File: config.mk
export PLATFORM = sky130hd
export DESIGN_NAME = display_scan_ctrl_flat
export DESIGN_NICKNAME = d
export VERILOG_FILES = /design/src/rtl/display_scan_ctrl_if.sv /design/src/rtl/display_scan_ctrl.sv /design/src/flat_wrapper.sv
export SDC_FILE = /design/constraint.sdc
export NUM_CORES = 1
export LEC_CHECK = 0
export BUFFER_PORTS_ARGS = -buffer_cell sky130_fd_sc_hd__buf_2
export CAP_MARGIN = 20
export CORE_UTILIZATION = 48
export DETAILED_ROUTE_END_ITERATION = 16
export GPL_TIMING_DRIVEN = 0
export PLACE_DENSITY = 0.86
export RECOVER_POWER = 25
export SETUP_SLACK_MARGIN = 0.02
export SYNTH_ARGS = -nofsm -noshare
export SYNTH_HDL_FRONTEND = slang
export SYNTH_SLANG_ARGS = --single-unit
File: constraint.sdc
create_clock -name clk -period 2 [get_ports clk]
set_input_delay 0.4 -clock clk [delete_from_list [all_inputs] [get_ports clk]]
set_output_delay 0.4 -clock clk [all_outputs]
set_load 0.01 [all_outputs]
File: src/rtl/display_scan_ctrl_if.sv
// rtl/display_scan_ctrl_if.sv - display pin and pair-decoder bundle of the scan controller
interface display_scan_ctrl_if;
  logic [7:0]  pair_bcd;
  logic [13:0] seg_pair;
  logic [3:0]  an;
  logic [6:0]  seg;
  logic        dp;
  logic [1:0]  src_mode;

  modport master (
    output pair_bcd,
    output an,
    output seg,
    output dp,
    output src_mode,
    input  seg_pair
  );

  modport slave (
    input  pair_bcd,
    input  an,
    input  seg,
    input  dp,
    input  src_mode,
    output seg_pair
  );
endinterface

File: src/rtl/display_scan_ctrl.sv
// rtl/display_scan_ctrl.sv - 4-digit seven-segment scan with guard cycle, edit blink and BCD blanking
module display_scan_ctrl #(
  parameter int REFRESH_DIV = 100000,
  parameter int BLINK_DIV   = 25000000
) (
  input  logic                 clk,
  input  logic                 rst_n,
  input  logic [1:0]           mode,
  input  logic [15:0]          bcd_clock,
  input  logic [15:0]          bcd_alarm,
  input  logic [15:0]          bcd_stopwatch,
  input  logic [15:0]          bcd_timer,
  input  logic                 edit_en,
  input  logic                 edit_field,
  display_scan_ctrl_if.master  disp
);

  localparam int DW = (REFRESH_DIV > 1) ? $clog2(REFRESH_DIV) : 1;
  localparam int BW = (BLINK_DIV > 1) ? $clog2(BLINK_DIV) : 1;

  typedef enum logic [1:0] {
    SLOT_MIN_ONES = 2'd0,
    SLOT_MIN_TENS = 2'd1,
    SLOT_HR_ONES  = 2'd2,
    SLOT_HR_TENS  = 2'd3
  } slot_t;

  logic [DW-1:0] div_cnt;
  logic          tick;
  slot_t         slot_q;
  slot_t         slot_d;
  logic [15:0]   frame_data;
  logic [15:0]   sel_bcd;
  logic [BW-1:0] blink_cnt;
  logic          blink_ph;
  logic          edit_en_q;
  logic          edit_field_q;
  logic          edit_edge;

  logic [3:0]    nib;
  logic [6:0]    dig_seg;
  logic          guard;
  logic          blink_off;
  logic [3:0]    an_d;
  logic [6:0]    seg_d;
  logic          dp_d;

  assign tick = (div_cnt == DW'(REFRESH_DIV - 1));

  always_ff @(posedge clk or negedge rst_n) begin
    if (!rst_n) begin
      div_cnt <= '0;
    end else if (tick) begin
      div_cnt <= '0;
    end else begin
      div_cnt <= div_cnt + 1'b1;
    end
  end

  always_ff @(posedge clk or negedge rst_n) begin
    if (!rst_n) begin
      slot_q <= SLOT_MIN_ONES;
    end else begin
      slot_q <= slot_d;
    end
  end

  always_comb begin
    slot_d = slot_q;
    if (tick) begin
      case (slot_q)
        SLOT_MIN_ONES: slot_d = SLOT_MIN_TENS;
        SLOT_MIN_TENS: slot_d = SLOT_HR_ONES;
        SLOT_HR_ONES:  slot_d = SLOT_HR_TENS;
        default:       slot_d = SLOT_MIN_ONES;
      endcase
    end
  end

  always_comb begin
    sel_bcd = bcd_clock;
    case (mode)
      2'b01:   sel_bcd = bcd_alarm;
      2'b10:   sel_bcd = bcd_stopwatch;
      2'b11:   sel_bcd = bcd_timer;
      default: sel_bcd = bcd_clock;
    endcase
  end

  // Source is only taken as the last digit of a frame ends, so a frame never mixes two sources.
  always_ff @(posedge clk or negedge rst_n) begin
    if (!rst_n) begin
      disp.src_mode <= 2'b00;
      frame_data    <= 16'h0000;
    end else if (tick && slot_q == SLOT_HR_TENS) begin
      disp.src_mode <= mode;
      frame_data    <= sel_bcd;
    end
  end

  assign edit_edge = (edit_en ^ edit_en_q) | (edit_field ^ edit_field_q);

  always_ff @(posedge clk or negedge rst_n) begin
    if (!rst_n) begin
      edit_en_q    <= 1'b0;
      edit_field_q <= 1'b0;
      blink_cnt    <= '0;
      blink_ph     <= 1'b0;
    end else begin
      edit_en_q    <= edit_en;
      edit_field_q <= edit_field;
      if (edit_edge) begin
        blink_cnt <= '0;
        blink_ph  <= 1'b0;
      end else if (blink_cnt == BW'(BLINK_DIV - 1)) begin
        blink_cnt <= '0;
        blink_ph  <= ~blink_ph;
      end else begin
        blink_cnt <= blink_cnt + 1'b1;
      end
    end
  end

  assign disp.pair_bcd = slot_q[1] ? frame_data[15:8] : frame_data[7:0];

  always_comb begin
    nib = frame_data[3:0];
    case (slot_q)
      SLOT_MIN_TENS: nib = frame_data[7:4];
      SLOT_HR_ONES:  nib = frame_data[11:8];
      SLOT_HR_TENS:  nib = frame_data[15:12];
      default:       nib = frame_data[3:0];
    endcase
  end

  // An edit edge in this very cycle already counts as phase 0, keeping the field lit at once.
  always_comb begin
    dig_seg   = slot_q[0] ? disp.seg_pair[13:7] : disp.seg_pair[6:0];
    guard     = (div_cnt == '0);
    blink_off = edit_en & blink_ph & ~edit_edge & (slot_q[1] == edit_field);
    an_d      = (guard | blink_off) ? 4'b1111 : ~(4'b0001 << slot_q);
    seg_d     = (nib > 4'd9) ? 7'h7F : dig_seg;
    dp_d      = ~((slot_q == SLOT_HR_ONES) & ~guard & ~blink_off);
  end

  always_ff @(posedge clk or negedge rst_n) begin
    if (!rst_n) begin
      disp.an  <= 4'b1111;
      disp.seg <= 7'h7F;
      disp.dp  <= 1'b1;
    end else begin
      disp.an  <= an_d;
      disp.seg <= seg_d;
      disp.dp  <= dp_d;
    end
  end

endmodule

File: src/flat_wrapper.sv
// flat-port wrapper written by rule: the top's interface ports become plain ports
module display_scan_ctrl_flat 
#(
  parameter int REFRESH_DIV = 100000,
  parameter int BLINK_DIV   = 25000000
)
  (clk, rst_n, mode, bcd_clock, bcd_alarm, bcd_stopwatch, bcd_timer, edit_en, edit_field, disp_pair_bcd, disp_an, disp_seg, disp_dp, disp_src_mode, disp_seg_pair);
  display_scan_ctrl_if disp_i ();
  input  logic clk;
  input  logic rst_n;
  input  logic [1:0] mode;
  input  logic [15:0] bcd_clock;
  input  logic [15:0] bcd_alarm;
  input  logic [15:0] bcd_stopwatch;
  input  logic [15:0] bcd_timer;
  input  logic edit_en;
  input  logic edit_field;
  output wire logic [$bits(disp_i.pair_bcd)-1:0] disp_pair_bcd;
  output wire logic [$bits(disp_i.an)-1:0] disp_an;
  output wire logic [$bits(disp_i.seg)-1:0] disp_seg;
  output wire logic [$bits(disp_i.dp)-1:0] disp_dp;
  output wire logic [$bits(disp_i.src_mode)-1:0] disp_src_mode;
  input wire logic [$bits(disp_i.seg_pair)-1:0] disp_seg_pair;
  assign disp_pair_bcd = disp_i.pair_bcd;
  assign disp_an = disp_i.an;
  assign disp_seg = disp_i.seg;
  assign disp_dp = disp_i.dp;
  assign disp_src_mode = disp_i.src_mode;
  assign disp_i.seg_pair = disp_seg_pair;
  display_scan_ctrl #(.REFRESH_DIV(REFRESH_DIV), .BLINK_DIV(BLINK_DIV)) u_core (.clk(clk), .rst_n(rst_n), .mode(mode), .bcd_clock(bcd_clock), .bcd_alarm(bcd_alarm), .bcd_stopwatch(bcd_stopwatch), .bcd_timer(bcd_timer), .edit_en(edit_en), .edit_field(edit_field), .disp(disp_i));
endmodule
==> results by group <==
Floorplanning
  – Total core area: 8220 um2
  – Initial Util: 49.7%
  – Die W: 94.2 um
  – # rows: 33
  – Die Ht: 94.2 um
  – Die area: 8880 um2
  – I/O pins: 106

STA
  – Setup TNS: -0.486 ns
  – Final setup margin: -0.0492 ns
  – Fmax: 488 MHz
  – Final hold viol count: 0
  – Final setup vio count: 26
  – Post-Route Skew: 0.0114 ns
  – Max-slew headroom at the worst pin: 43.6%
  – Worst-Margin Slew: 0.846 ns
  – Max-slew violations: 0
  – Tcrit/Tclk final: 102%
  – RSZ-0062 raised after global routing: yes
  – Tmin final: 2.05 ns

Synthesis
  – Yosys top cell area share: 39.8%
  – Top_reg_cell synth: dfrtp_1
  – Top-count cell post-synth: dfrtp_1
  – Top cells by count, synth: dfrtp_1, nand2_1, nor2_1
  – Mean Syn Cell Area: 11.6 um2
  – Post-synth cell types: 40
  – Top cells by area, synth: dfrtp_1, mux4_2, dfstp_2
  – Synth async-reset ratio: 100%
  – Post-synth top area cell: dfrtp_1
  – Mapped cell area: 4080 um2
  – #FFs+latches synth: 77
  – Synth warn: 0
  – Post-synth net total: 442
  – Post-synth EDFFs: 0
  – Sequential area share after synthesis: 47.5%
  – Syn Inst Count: 351

Global routing
  – Initial antenna violation count: 0
  – Global Route Usage Sum: 22.7%
  – Overflow after GRT: 0
  – Vias in the first global route: 3274
  – First-pass GRT wire length: 15500 um
  – Pin count of the biggest net entering global routing: 64

Cells and area
  – Post-Route Utilization: 65.3%
  – Final layout net count: 586
  – Fillers: 608
  – Area Growth Syn to Fin: 31.4%
  – Share of cells above drive strength 1: 50.4%
  – Final antenna diode count: 0

Clock network
  – CTS Buf Count: 9
  – Clock Sinks: 77
  – TritonCTS clock tree: done
  – Clock slew at reported path FFs: 0.08 ns
  – Clk Latency, worst-skew pair: 0.36 ns
  – Bufs on Longest Clock Path: 2
  – Htree depth: 3
  – Root buffer cell: clkbuf_8

Hold path
  – Hold WC Path Type: input port to flip-flop

Power and ir drop
  – PnR Total Power: 0.00313 W
  – Pwr dens: 583 nW/um2
  – Leakage: 2.30 nW
  – Max IR drop VDD: 0.000322 V

Run
  – Max Cap Viol: 0

Place
  – Post-DP HPWL: 6650 um
  – I/O Buffers: 103
  – Routability cong.: 0.833

Routing
  – DRC viols: 0
  – DRT iter0 DRCs: 187
  – Routed WL per cell: 16.2 um
  – Final WL: 9810 um
  – Via count: 3412
  – Drt pass-1 iters: 4
  – Post-route ant nets: 0
  – DR vias/cell: 5.64

Worst setup path
  – Crit path max fanout: 10
  – Startpoint Class: flip-flop
  – CP Data Arrival Time: 2.28 ns
  – Critical Path Sink Type: flip-flop
  – CP required: 2.23 ns
  – Setup CP Type: flip-flop to flip-flop

Run status
  – Failing checks: negative setup slack
  – Status: finished with violations
## area by class of cell
type / instances / area (um2) / share of cell area [%]
timing repair buffer: 133 / 758 / 14.1
buffer: 13 / 95.1 / 1.77
clock inverter: 1 / 5.00 / 0.0933
multi-input combinational: 250 / 2220 / 41.5
inverter: 11 / 41.3 / 0.770
clock buffer: 15 / 166 / 3.10
sequential: 77 / 1940 / 36.2
tap: 105 / 131 / 2.45
## kinds of logic (layout without fill, tap and decap cells)
kind of cell / Yosys count / in the layout / synth area share, %
AND/OR/NAND/NOR: 127 / 127 / 17.5
XOR/XNOR: 27 / 27 / 5.79
buffers and inverters: 24 / 173 / 2.48
AO/OA/AOI/OAI: 40 / 40 / 5.91
multiplexers: 49 / 49 / 18.6
flip-flops: 77 / 77 / 47.5
adder cells (fa/ha/maj): 7 / 7 / 2.14
## stage by stage
| stage | std cells | worst slack, ns | instance area [um2] | hold slack [ns] |
|---|---|---|---|---|
| floorplan | 351 | -0.122 | 4100 | 0.104 |
| global placement | 559 | -0.411 | 4740 | 0.462 |
| detailed placement | 560 | -0.471 | 4770 | 0.280 |
| CTS | 596 | -0.0423 | 5170 | 0.192 |
| global route | 605 | -0.0980 | 5370 | 0.227 |
| finish | 605 | -0.0492 | 5370 | 0.220 |
## state kept, by name (all words and copies together) (netlist names)
register	count
u_core.disp.dp	1
u_core.blink_cnt	25
u_core.disp.seg	7
u_core.disp.src_mode	2
u_core.edit_en_q	1
u_core.blink_ph	1
u_core.edit_field_q	1
u_core.disp.an	4
u_core.frame_data	16
u_core.div_cnt	17
u_core.slot_q	2
## critical path: stages, from the launching register on
cell and delay [ns]:
dfrtp_1 0.38, or4_4 0.57, nor4_4 0.39, nand2_4 0.11
buf_12 0.17, mux2_4 0.30
## report_power, final
group / switching [W] / internal, W / total [W]
clock network: 0.000549 / 0.000520 / 0.00107
registers: 0.0000360 / 0.00162 / 0.00166
logic: 0.000179 / 0.000225 / 0.000404
## cells in the final DEF, fill, tap and decap left out, drive strengths merged, types with 2 or more instances in the layout
master / Yosys / routed
o21ai: 12 / 12
ha: 7 / 7
xor2: 15 / 15
mux4: 16 / 16
and4: 4 / 4
or4: 13 / 13
mux2i: 7 / 7
nand3: 12 / 12
nor3: 5 / 5
or4b: 2 / 2
xnor2: 12 / 12
dfrtp: 65 / 65
and3: 2 / 2
or3: 8 / 8
nor2: 25 / 25
nor4: 7 / 7
buf: 4 / 134
clkbuf: 9 / 26
a21oi: 15 / 15
and2: 2 / 2
inv: 11 / 11
nand2: 29 / 29
nand4: 15 / 15
o21a: 2 / 2
dfstp: 12 / 12
mux2: 26 / 26
o31ai: 6 / 6
## worst paths after layout
kind / slack [ns] / start / end / depth (start not counted)
worst max-delay path: -0.05 / u_core.div_cnt[12]$_DFF_PN0_ / u_core.frame_data[10]$_DFFE_PN0P_ / 5
min in group asynchronous: 0.67 / rst_n / u_core.blink_cnt[17]$_DFF_PN0_ / 2
worst min register to register: 0.51 / u_core.frame_data[4]$_DFFE_PN0P_ / u_core.frame_data[4]$_DFFE_PN0P_ / 1
max in group asynchronous: 0.30 / rst_n / u_core.frame_data[14]$_DFFE_PN0P_ / 3
worst min-delay path: 0.22 / edit_field / u_core.edit_field_q$_DFF_PN0_ / 1
worst max register to register: -0.05 / u_core.div_cnt[12]$_DFF_PN0_ / u_core.frame_data[10]$_DFFE_PN0P_ / 5
## what timing repair did
item / in CTS / in global routing
endpoints found under the hold margin: 14 / 0
cloned: 2 / 0
hold buffers: 1 / 0
buffers inserted: 17 / 9
endpoints found under the setup margin: 62 / 67
gates resized for setup: 21 / 49
pin swaps: 9 / 18
## metal layers
metal,track usage [%],wire length [um]
met2,37.3,5120
met1,29.2,4040
met4,9.36,206
met3,4.37,452
met5,0,0
Power figures use the tool's default switching activity.
